### src/rtl/fetch_stage.sv
// ============================================================================
// fetch_stage
// Instruction-fetch stage of the 5-stage WISC-SP13 pipeline. Owns the PC, the
// instruction-memory request handshake (variable latency, zero-wait capable)
// and the IF/ID pipeline register, with a one-entry skid buffer that parks a
// returned word while decode is not accepting.
//
// Ports
//   clk, rst                 clock, asynchronous active-low reset
//   PCSel_In_FromD           redirect request (honoured only with PCWrite)
//   BJAddr_In_FromD[15:0]    redirect target
//   PCWrite_In_FromD         0 = hold PC
//   IFWrite_In_FromD         0 = hold IF/ID
//   IFFlush_In_FromD         bubble the word entering IF/ID this cycle
//   Halt_In_FromD            decode holds HALT (taken with IFWrite)
//   IMemReq / IMemAddr       fetch request and address (stable while held)
//   IMemData/IMemDone/IMemErr memory response
//   Instr_Out_ToD / PCInc_Out_ToD / Valid_Out_ToD   IF/ID register
//   Halted                   fetch permanently stopped until reset
//   err                      sticky memory / misalignment error
// ============================================================================
module fetch_stage #(
   parameter logic [15:0] RESET_PC  = 16'h0000,
   parameter logic [15:0] NOP_INSTR = 16'h0800
) (
   input  logic        clk,
   input  logic        rst,
   input  logic        PCSel_In_FromD,
   input  logic [15:0] BJAddr_In_FromD,
   input  logic        PCWrite_In_FromD,
   input  logic        IFWrite_In_FromD,
   input  logic        IFFlush_In_FromD,
   input  logic        Halt_In_FromD,
   output logic        IMemReq,
   output logic [15:0] IMemAddr,
   input  logic [15:0] IMemData,
   input  logic        IMemDone,
   input  logic        IMemErr,
   output logic [15:0] Instr_Out_ToD,
   output logic [15:0] PCInc_Out_ToD,
   output logic        Valid_Out_ToD,
   output logic        Halted,
   output logic        err
);

   localparam int unsigned W = 16;

   // FETCH: issuing (or waiting to issue) at PC. WAIT: request held.
   // HOLD: returned word parked in the skid. HALTED: terminal until reset.
   typedef enum logic [1:0] {
      S_FETCH  = 2'd0,
      S_WAIT   = 2'd1,
      S_HOLD   = 2'd2,
      S_HALTED = 2'd3
   } state_t;

   // ---------------------------------------------------------------------
   // Registers
   // ---------------------------------------------------------------------
   state_t         r_state;
   logic [W-1:0]   r_pc;
   logic [W-1:0]   r_addr;
   logic           r_req;
   logic           r_discard;      // outstanding response must be dropped
   logic           r_pend;         // PC+2 owed from a word accepted under PCWrite=0
   logic [W-1:0]   r_skid_instr;
   logic [W-1:0]   r_skid_pcinc;
   logic [W-1:0]   r_instr;
   logic [W-1:0]   r_pcinc;
   logic           r_valid;
   logic           r_halted;
   logic           r_err;

   // ---------------------------------------------------------------------
   // Next-state wires
   // ---------------------------------------------------------------------
   state_t         w_state_n;
   logic [W-1:0]   w_pc_n;
   logic [W-1:0]   w_addr_n;
   logic           w_req_n;
   logic           w_discard_n;
   logic           w_pend_n;
   logic [W-1:0]   w_skid_instr_n;
   logic [W-1:0]   w_skid_pcinc_n;
   logic [W-1:0]   w_instr_n;
   logic [W-1:0]   w_pcinc_n;
   logic           w_valid_n;
   logic           w_halted_n;
   logic           w_err_n;

   logic           w_done;
   logic           w_halt;
   logic           w_redir;
   logic           w_word;
   logic [W-1:0]   w_addr_inc;
   logic [W-1:0]   w_pc_inc;

   // Response qualifiers; a response only counts against a live request.
   assign w_done     = r_req & IMemDone;
   assign w_word     = w_done & ~r_discard;
   assign w_halt     = Halt_In_FromD & IFWrite_In_FromD;
   assign w_redir    = PCSel_In_FromD & PCWrite_In_FromD;
   assign w_addr_inc = r_addr + W'(2);
   assign w_pc_inc   = r_pc + W'(2);

   // Next-state and IF/ID update
   always_comb begin
      w_state_n      = r_state;
      w_pc_n         = r_pc;
      w_addr_n       = r_addr;
      w_req_n        = r_req;
      w_discard_n    = r_discard;
      w_pend_n       = r_pend;
      w_skid_instr_n = r_skid_instr;
      w_skid_pcinc_n = r_skid_pcinc;
      w_instr_n      = r_instr;
      w_pcinc_n      = r_pcinc;
      w_valid_n      = r_valid;
      w_halted_n     = r_halted;
      // Misalignment is flagged on every cycle an odd address is presented.
      w_err_n        = r_err | (w_done & IMemErr) | (r_req & r_addr[0]);

      if (r_state == S_HALTED) begin
         // Drain a request left outstanding at halt, then stay idle.
         w_instr_n = NOP_INSTR;
         w_valid_n = 1'b0;
         if (w_done) begin
            w_req_n     = 1'b0;
            w_discard_n = 1'b0;
         end
      end else if (w_halt) begin
         // Halt wins over any simultaneous redirect.
         w_state_n  = S_HALTED;
         w_halted_n = 1'b1;
         w_instr_n  = NOP_INSTR;
         w_valid_n  = 1'b0;
         w_pend_n   = 1'b0;
         if (r_req && !IMemDone) begin
            w_req_n     = 1'b1;
            w_discard_n = 1'b1;
         end else begin
            w_req_n     = 1'b0;
            w_discard_n = 1'b0;
         end
      end else begin
         // IF/ID: redirect/flush kill the entering word; otherwise skid first,
         // then a fresh response, else a bubble.
         if (w_redir || IFFlush_In_FromD) begin
            w_instr_n = NOP_INSTR;
            w_valid_n = 1'b0;
         end else if (IFWrite_In_FromD) begin
            if (r_state == S_HOLD) begin
               w_instr_n = r_skid_instr;
               w_pcinc_n = r_skid_pcinc;
               w_valid_n = 1'b1;
            end else if (w_word) begin
               w_instr_n = IMemData;
               w_pcinc_n = w_addr_inc;
               w_valid_n = 1'b1;
            end else begin
               w_instr_n = NOP_INSTR;
               w_valid_n = 1'b0;
            end
         end

         // PC and fetch sequencing
         if (w_redir) begin
            w_pc_n    = BJAddr_In_FromD;
            w_pend_n  = 1'b0;
            w_state_n = S_FETCH;
            if (r_req && !IMemDone) begin
               // Keep the old request on the bus and drop its response.
               w_discard_n = 1'b1;
               w_state_n   = S_WAIT;
            end else begin
               w_discard_n = 1'b0;
            end
         end else if (w_done) begin
            w_discard_n = 1'b0;
            w_state_n   = S_FETCH;
            if (!r_discard) begin
               if (PCWrite_In_FromD) begin
                  w_pc_n = w_addr_inc;
               end else begin
                  w_pend_n = 1'b1;
               end
               if (!IFWrite_In_FromD) begin
                  w_skid_instr_n = IMemData;
                  w_skid_pcinc_n = w_addr_inc;
                  w_state_n      = S_HOLD;
               end
            end
         end else if (r_req) begin
            w_state_n = S_WAIT;
         end else begin
            // Idle in FETCH or HOLD: settle an owed PC step once allowed.
            if (r_pend && PCWrite_In_FromD) begin
               w_pc_n   = w_pc_inc;
               w_pend_n = 1'b0;
            end
            if ((r_state == S_HOLD) && IFWrite_In_FromD) begin
               w_state_n = S_FETCH;
            end
         end

         // A new request is issued on entering FETCH unless a PC step is
         // still owed; the address only changes when a new request starts.
         w_req_n = (w_state_n == S_WAIT) || ((w_state_n == S_FETCH) && !w_pend_n);
         if (w_state_n == S_FETCH) begin
            w_addr_n = w_pc_n;
         end
      end
   end

   // State register
   always_ff @(posedge clk or negedge rst) begin
      if (!rst) begin
         r_state      <= S_FETCH;
         r_pc         <= RESET_PC;
         r_addr       <= RESET_PC;
         r_req        <= 1'b0;
         r_discard    <= 1'b0;
         r_pend       <= 1'b0;
         r_skid_instr <= NOP_INSTR;
         r_skid_pcinc <= RESET_PC;
         r_instr      <= NOP_INSTR;
         r_pcinc      <= RESET_PC;
         r_valid      <= 1'b0;
         r_halted     <= 1'b0;
         r_err        <= 1'b0;
      end else begin
         r_state      <= w_state_n;
         r_pc         <= w_pc_n;
         r_addr       <= w_addr_n;
         r_req        <= w_req_n;
         r_discard    <= w_discard_n;
         r_pend       <= w_pend_n;
         r_skid_instr <= w_skid_instr_n;
         r_skid_pcinc <= w_skid_pcinc_n;
         r_instr      <= w_instr_n;
         r_pcinc      <= w_pcinc_n;
         r_valid      <= w_valid_n;
         r_halted     <= w_halted_n;
         r_err        <= w_err_n;
      end
   end

   assign IMemReq       = r_req;
   assign IMemAddr      = r_addr;
   assign Instr_Out_ToD = r_instr;
   assign PCInc_Out_ToD = r_pcinc;
   assign Valid_Out_ToD = r_valid;
   assign Halted        = r_halted;
   assign err           = r_err;

endmodule

### config.mk
export PLATFORM = sky130hd
export DESIGN_NAME = fetch_stage
export DESIGN_NICKNAME = d
export VERILOG_FILES = /design/src/rtl/fetch_stage.sv
export SDC_FILE = /design/constraint.sdc
export NUM_CORES = 1
export LEC_CHECK = 0
export ABC_AREA = 1
export CAP_MARGIN = 30
export CORE_UTILIZATION = 40
export CTS_CLUSTER_DIAMETER = 120
export DETAILED_ROUTE_END_ITERATION = 12
export PLACE_DENSITY = 0.65
export SKIP_CTS_REPAIR_TIMING = 1
export SYNTH_ARGS = -nofsm -noshare
export SYNTH_HDL_FRONTEND = slang
export SYNTH_SLANG_ARGS = --single-unit
### constraint.sdc
create_clock -name clk -period 1.4 [get_ports clk]
set_input_delay 0.28 -clock clk [delete_from_list [all_inputs] [get_ports clk]]
set_output_delay 0.28 -clock clk [all_outputs]
set_load 0.02 [all_outputs]
# == After elaboration in Yosys (flattened, before gate mapping) ==
# Cells that the tools add are included.
# classes
addsub,2
eq_ne,4
n_mux,47
bitwise,14
reduce_logical,16
# ops
operator,n
16-bit 2-to-1 mux,14
"16-bit by 2-bit adder with 16-bit output, second input constant",2
1-bit 2-to-1 mux,24
2-bit 2-to-1 mux,9
1-bit AND,6
1-bit inverter,6
6-bit AND reduction,1
5-bit AND reduction,1
"2-bit equality test, second input constant",2
1-bit logical AND,4
2-bit AND reduction,2
4-bit nonzero test,1
3-bit AND reduction,1
"2-bit by 1-bit equality test with 1-bit output, second input constant",1
1-bit logical NOT,2
2-bit logical NOT,1
1-bit logical OR,2
"2-bit != test, second input constant",1
1-bit OR,2
2-bit nonzero test,1
# totals
ff_bits,104
wordCells,96

# == Depth between registers and ports, before layout ==
# Gate-level depths: netlist of run 1.
# logic_depth
ltp_word,13
depth_mapped,11
ltp_nobuf,10

# == Least setup slack after synthesis of run 1 ==
# OpenSTA, ideal clock, no wires.
# synth_path
path_kind,register to register
startpoint,register r_addr[1] (netlist: IMemAddr[1])
endpoint,register r_addr[15] (netlist: IMemAddr[15])
setup_ps,117
arrival_time_ps,1552
t_required_ps,1283
path_slack_ps,-269
stages_incl_launch_ff,11
path_buffers,0
synth_period_minus_slack_ps,1669
cell_sequence,dfrtp_1 > ha_1 > nand3_1 > nor2_4 > nand3_1 > nand2_1 > nand3_1 > nand2_1 > nand3_1 > nand3_1 > nand2_1
# synth_between
elab_chain_cells,5
# synth_rtl
item,line_no,rtl
"start, declared",62,logic [W-1:0] r_addr;
"start signal, assigned",234,r_addr <= w_addr_n;
16-bit by 2-bit adder with 16-bit output,103,assign w_addr_inc = r_addr + W'(2);
16-bit 2-to-1 mux,182,if (PCWrite_In_FromD) begin
16-bit 2-to-1 mux,181,if (!r_discard) begin
16-bit 2-to-1 mux,178,end else if (w_done) begin
16-bit 2-to-1 mux,167,if (w_redir) begin
# Every way passes these cells.
# A chain may end at the register's enable or synchronous reset.

# == Worst setup path in the final report of run 1 ==
# layout_path
startpoint,register r_req (netlist: IMemReq)
endpoint,register r_skid_pcinc[3]
# layout_between
elab_chain_cells,2
# layout_rtl
item,line_no,rtl
"start, declared",63,logic r_req;
"start signal, assigned",235,r_req <= w_req_n;
1-bit AND,99,assign w_done = r_req & IMemDone;
6-bit AND reduction (no line),n/a,
"end signal, assigned",239,r_skid_pcinc <= w_skid_pcinc_n;
"end, declared",67,logic [W-1:0] r_skid_pcinc;
# Every way passes these cells.

==> results by group, run 1 <==
Global routing
  – Total gr overflow: 0
  – Total GRT Usage: a little under a quarter
  – Vias in the first global route: 5,324
  – Initial antenna violation count: 0
  – Global-route wire length before repair: 26,600 um
  – Largest net degree at the start of global routing: 50

Pwr
  – PwrDens: approximately 640 nW/um2
  – Pleak: 5.07 nW
  – Switch share: 24.8%
  – Clock network fraction of total power: approximately two fifths
  – Combinational power share: 8.2%
  – Worst vdd ir: 0.730 mV
  – Switch Pwr: 1.47 mW
  – Cell-internal power: approximately 4.4 mW
  – Share of power burned in registers: 50.9%

Layout
  – Synth-to-layout area growth: 69.1%
  – Commonest non-fill, non-tap cell in the layout: nand2_1
  – Commonest cells after routing, fill and taps aside: nand2_1, buf_4, dfrtp_1, inv_1, nand3_2
  – Cell Count, Final, Fillers Out: 1,121
  – Antenna cell count: 0
  – Layout cells sized above 1: 42.4%
  – Fin nets: 983

Worst setup path
  – Kind of start point of the critical path: flip-flop
  – Worst setup path class: flip-flop to flip-flop
  – FF-to-FF path depth: 7
  – CP arrival: between 1500 and 2000 ps
  – Crit path required time: 1640 ps
  – Crit end category: flip-flop
  – CP top delay family: simple AND/OR/NAND/NOR gates
  – Critical path cell sequence: nand2_4, nor2_4, buf_6, nand2_4, nor2_4, clkbuf_16, mux2_4
  – Reg2reg end: r_skid_pcinc[3]$_DFFE_PN0P_
  – Slowest-stage cell, CP: dfrtp_2
  – Slowest Stage Delay on Critical Path: 450 ps
  – Buf/Inv on CP: 2
  – Flop-to-flop setup slack: -230 ps
  – R2r startpoint: IMemReq$_DFFE_PN0P_
  – CP Max Fanout: 5

Yosys
  – Main synth FF type: dfrtp_1
  – Area contributors post-synth: dfrtp_1, nand2_1, o21ai_0
  – Synthesized cell area: around 5500 um2
  – Syn. warnings: 0
  – Seq/Total Area, Yosys: 47.4%
  – Syn avg cell area: 7.64 um2
  – Post-synthesis async set-or-reset flop share: 100%
  – Syn_nets: 763
  – Cell variety after synth: 37
  – Most area-hungry cell type in the Yosys netlist: dfrtp_1
  – Gate Count Post-Synth: 720
  – EDFF count, synth: 0
  – Post-synth top area share: around 46%
  – Yosys reg bits: 104

Flow run
  – Max Cap Viol: 0

Route
  – DRT iter0 DRCs: approximately 430
  – Drt first pass iters: 5
  – DRC viols: 0
  – Via/cell ratio: 5.34
  – DR WL/cell: 17.3 um
  – Final WL: slightly below 20,000 um
  – ANT nets after route: 0
  – Total vias in the final route: 5,983

Floorplanning
  – Die area: about 14,000 um2
  – Core Box Area: 13,300 um2
  – Chip Width: 119 um
  – Top Ports: 93
  – Die H: ~120 um
  – # rows: 42
  – Initial core utilization: 41.2%

Hold path
  – Min-delay worst type: input pin to flip-flop
  – Hold path start: IMemDone
  – Hold endpoint: IMemReq$_DFFE_PN0P_
  – Hold path cells: 4

STA
  – Setup TNS: -13,330 ps
  – Slew Limit Headroom: 67.8%
  – Setup repair after global routing missed its margin: yes
  – Worst Clk Skew: about 8.1 ps
  – Crit share post-route: 117%
  – Hold WS: ~370 ps
  – Highest clock rate: 0.612 GHz
  – Final Max Tran Viols: 0
  – Slew @ Worst Pin: 483 ps
  – Tmin final: 1630 ps
  – Final Hold Violating Endpoints: 0
  – Final Worst Setup Slack: -233 ps
  – Final setup fails: 99

Clock network
  – CTS buffer count: 9
  – Clock Sinks: approximately 100
  – Clock root cell: clkbuf_16
  – Worst-skew pair later-pin latency: 350 ps
  – Maximum clock path buffer count: 2
  – H-tree levels: 3
  – Worst-path clk slew: around 70 ps
  – CTS tree: built

Placed design
  – # port buffers: between 90 and 100
  – Placed Cells: around 1,100
  – Final estimated routing congestion in global placement: 0.921
  – HPWL after DPL: roughly 12,000 um
  – Post-Place Worst Slack: -607 ps

Outcome
  – Outcome: complete, but fails checks
  – Failing checks: setup timing
flip-flops by register name, summed over array words and instances (netlist names):
register and cells:
r_pc 16, r_skid_instr 16, Instr_Out_ToD 16, r_skid_pcinc 16
r_pend 1, Halted 1, IMemReq 1, r_discard 1
PCInc_Out_ToD 16, r_state 2, IMemAddr 16, Valid_Out_ToD 1
err 1
worst max path at each step:
stage	from	endpoint	slack, ps	cells after the start
floorplan	IMemReq$_DFFE_PN0P_	IMemAddr[11]$_DFFE_PN0P_	-120	10
global placement	PCWrite_In_FromD	IMemAddr[8]$_DFFE_PN0P_	-570	10
detailed placement	PCWrite_In_FromD	r_skid_pcinc[12]$_DFFE_PN0P_	-610	8
CTS	IMemAddr[3]$_DFFE_PN0P_	IMemAddr[3]	-410	2
global route	IMemAddr[1]$_DFFE_PN0P_	r_pc[11]$_DFFE_PN0P_	-330	10
finish	IMemReq$_DFFE_PN0P_	r_skid_pcinc[3]$_DFFE_PN0P_	-230	7
routing by layer:
| layer | vias up | share of wire [%] | track usage, % |
|---|---|---|---|
| met1 | 2924 | 42 | 32.8 |
| li1 | 2836 | - | - |
| met3 | 30 | 4.9 | 2.92 |
| met2 | 193 | 51 | 38.6 |
| met4 | 0 | 2.1 | 8.07 |
| met5 | - | 0 | 0 |
tightest hold or removal path, delay by kind of cell:
family                 cells  cell delay (ps)
buffers and inverters      2              240
AND/OR/NAND/NOR            1               80
AO/OA/AOI/OAI              1               80
final cells by class:
cell class / instances / area [um2]
Fill cell: 1057 / 4050
Timing Repair Buffer: 238 / 2510
Clock inverter: 6 / 45.0
Sequential cell: 104 / 2620
Timing Repair inverter: 2 / 32.5
Multi-Input combinational cell: 524 / 3370
Tap cell: 176 / 220
Inverter: 61 / 267
Clock buffer: 10 / 229
cells in the mapped netlist (2+ instances only):
cell type,n
o21ai_1,2
nand2_2,3
mux2_2,5
buf_4,6
o22ai_1,2
clkbuf_1,13
nor2_4,2
inv_1,56
inv_2,4
o211ai_1,3
nor2_1,50
dfrtp_1,102
buf_6,4
o21ai_0,87
nand3b_1,3
nand4_1,10
buf_1,2
or2_2,12
o21a_1,2
dfstp_2,2
buf_2,7
a21oi_1,40
xor2_1,5
nand3_1,75
nor2_2,2
a31oi_1,11
nand2_1,199
ha_1,2
metrics by stage:
stage	power [mW]	util [%]	area, um2
2_1_floorplan	3.19	-	5610
3_3_place_gp	3.46	56.2	7500
3_5_place_dp	3.47	56.2	7500
4_1_cts	5.85	58.3	7780
5_1_grt	6.09	69.6	9300
6_report	5.92	69.6	9300
power by group through the flow:
| stage | clock (mW) | combinational, mW | sequential, mW |
|---|---|---|---|
| 4_1_cts | 2.44 | 0.399 | 3.01 |
| 3_3_place_gp | 0 | 0.388 | 3.07 |
| 6_report | 2.42 | 0.484 | 3.01 |
| 3_5_place_dp | 0 | 0.398 | 3.07 |
| 2_1_floorplan | 0 | 0.114 | 3.08 |
| 5_1_grt | 2.56 | 0.518 | 3.01 |
kinds of logic (layout without fill, tap and decap cells):
family                   Yosys count  count (layout)  synth area share, %
multiplexers                       5               5                 1.02
XOR/XNOR                           5               5                0.797
flip-flops                       104             104                 47.4
AND/OR/NAND/NOR                  360             361                 28.3
AO/OA/AOI/OAI                    151             151                 14.5
buffers and inverters             93             317                 7.49
adder cells (fa/ha/maj)            2               2                0.455
Note: power is estimated with default switching activity, not from simulation.
==> run 2: changes to the inputs <==
Settings changed: PLACE_DENSITY 0.65 to unset.
Clock period 1.4 ns to 1.95 ns, I/O delays scaled along.
==> run 2 against run 1 <==
Compared with the run above:
- the flow now finishes without violations
- final cell count shrank 8.5%
- non-clock buffer count shrank 93
- clock power shrank 21%
- first-iteration DRC count shrank 28%
- design area shrank 22%
- setup slack gained 270 ps
- worst hold slack gained 110 ps
- critical path type is now flip-flop to output pin
- flip-flop and latch count is the same
- largest power group unchanged
==> results by group, run 2 (synthesis gave the netlist of run 1 again) <==
Worst setup path
  – R2r startpoint: IMemAddr[1]$_DFFE_PN0P_
  – Kind of start point of the critical path: flip-flop
  – CP Max Fanout: 5
  – CP arrival: about 1500 ps
  – FF-to-FF path depth: 10
  – Worst setup path class: flip-flop to output pin
  – Slowest-stage cell, CP: clkdlybuf4s50_1
  – Flop-to-flop setup slack: ~100 ps
  – Reg2reg end: IMemAddr[11]$_DFFE_PN0P_
  – Buf/Inv on CP: 1
  – Slowest Stage Delay on Critical Path: ~670 ps
  – CP top delay family: buffers and inverters
  – Crit path required time: between 1500 and 2000 ps
  – Critical path cell sequence: clkdlybuf4s50_1
  – Crit end category: output pin

Route
  – Total vias in the final route: 5,260
  – Via/cell ratio: 5.13
  – DRT iter0 DRCs: 312
  – DR WL/cell: 15.2 um
  – Drt first pass iters: 5
  – ANT nets after route: 0
  – Final WL: approximately 16,000 um
  – DRC viols: 0

Hold path
  – Hold path cells: 2
  – Hold endpoint: Instr_Out_ToD[14]$_DFFE_PN0P_
  – Hold path start: Instr_Out_ToD[14]$_DFFE_PN0P_
  – Min-delay worst type: flip-flop to flip-flop

Floorplanning
  – Chip Width: 119 um
  – Die H: between 100 and 150 um
  – # rows: 42
  – Top Ports: 93
  – Initial core utilization: 41.2%
  – Die area: 14,200 um2
  – Core Box Area: 13,300 um2

Global routing
  – Grt met2 use: between 30% and 40%
  – Met3 usage: 2.25%
  – Vias in the first global route: 5,092
  – Initial antenna violation count: 0
  – GR peak layer: met2
  – Total GRT Usage: 22.9%
  – Met1 usage: 31.2%
  – Total gr overflow: 0
  – Largest net degree at the start of global routing: 50
  – Global-route wire length before repair: 25,500 um

Layout
  – Area of the multi-input gates: 2500 um2
  – Commonest non-fill, non-tap cell in the layout: nand2_1
  – Layout cells sized above 1: between 10% and 20%
  – Commonest cells after routing, fill and taps aside: nand2_1, dfrtp_1, clkdlybuf4s50_1, o21ai_0, nand3_1
  – Post-Route Utilization: 54.5%
  – Fillers: 1,303
  – Antenna cell count: 0
  – Post-route design area: 7280 um2
  – Synth-to-layout area growth: 32.4%
  – Register area: 2610 um2
  – Fin nets: roughly 890
  – Cell Count, Final, Fillers Out: 1,026

STA
  – Setup TNS: 0 ps
  – Final Worst Setup Slack: 31.9 ps
  – Worst Clk Skew: a little over 7 ps
  – Tmin final: 1920 ps
  – Crit share post-route: 98.4%
  – Final Max Tran Viols: 0
  – Highest clock rate: 0.521 GHz
  – Final setup fails: 0
  – Slew Limit Headroom: a little under three quarters
  – Setup repair after global routing missed its margin: yes
  – Final Hold Violating Endpoints: 0
  – Slew @ Worst Pin: 433 ps

Clock network
  – CTS tree: built
  – Worst-skew pair later-pin latency: approximately 350 ps
  – Clock root cell: clkbuf_16
  – Maximum clock path buffer count: 2
  – H-tree levels: 3
  – Worst-path clk slew: 80 ps
  – CTS buffer count: 9
  – Clock Sinks: 104

Flow run
  – Max Cap Viol: 0

Placed design
  – # port buffers: 92
  – Final estimated routing congestion in global placement: roughly 0.86
  – HPWL after DPL: 11,600 um
  – DP Area: 6940 um2
  – Placed Cells: 1,008
  – Post-Place Worst Slack: -173 ps

Pwr
  – Worst vdd ir: 0.313 mV
  – PwrDens: roughly 600 nW/um2
  – Pleak: between 3 and 4 nW

Outcome
  – Outcome: finished, final reports clean
[run 2: cell count changes in the layout (fill, tap and decap cells not counted), moves of 21 or more]
cell | before | now
buf_4 | 98 | 46
buf_6 | 31 | 0
clkdlybuf4s50_1 | 36 | 91
dlymetal6s2s_1 | 44 | 0
nand2_1 | 151 | 199
nand2_2 | 30 | 3
nand2_4 | 22 | 1
nand3_1 | 27 | 74
nand3_2 | 47 | 2
o21ai_0 | 30 | 87
o21ai_1 | 23 | 2
o21ai_2 | 35 | 0
[run 2: area by class of cell]
class | count | share of cell area (%)
sequential | 104 | 35.8
multi-input combinational | 524 | 34.4
timing repair buffer | 145 | 19.3
inverter | 61 | 3.16
clock buffer | 9 | 3.09
tap | 176 | 3.03
clock inverter | 7 | 1.20
[run 2: metal layers]
metal | up-vias | part of all wire [%]
met5 | - | 0
met4 | 0 | 1.2
met3 | 14 | 4.0
met2 | 131 | 47
met1 | 2488 | 48
li1 | 2627 | -
[run 2: how the worst max path moves through the flow]
stage | start | to | slack (ps) | cells past startpoint
floorplan | IMemAddr[1]$_DFFE_PN0P_ | IMemAddr[15]$_DFFE_PN0P_ | 280 | 10
global placement | PCWrite_In_FromD | IMemAddr[14]$_DFFE_PN0P_ | -160 | 10
detailed placement | PCWrite_In_FromD | PCInc_Out_ToD[13]$_DFFE_PN0P_ | -170 | 9
CTS | IMemAddr[6]$_DFFE_PN0P_ | IMemAddr[6] | 20 | 1
global route | IMemAddr[1]$_DFFE_PN0P_ | IMemAddr[15]$_DFFE_PN0P_ | -10 | 10
finish | IMemAddr[6]$_DFFE_PN0P_ | IMemAddr[6] | 30 | 1
[run 2: where the power goes]
group / total [mW] / internal [mW] / switching, mW
combinational: 0.297 / 0.149 / 0.147
clock: 1.92 / 1.02 / 0.891
sequential: 2.16 / 2.16 / 0.00388
total: 4.38 / 3.33 / 1.04
[run 2: per-stage QoR]
stage	power (mW)	hold WS, ps
3_3_place_gp	2.50	355
4_1_cts	4.43	-19.1
5_1_grt	4.54	506
6_report	4.38	485
3_5_place_dp	2.50	362
2_1_floorplan	2.29	94.4
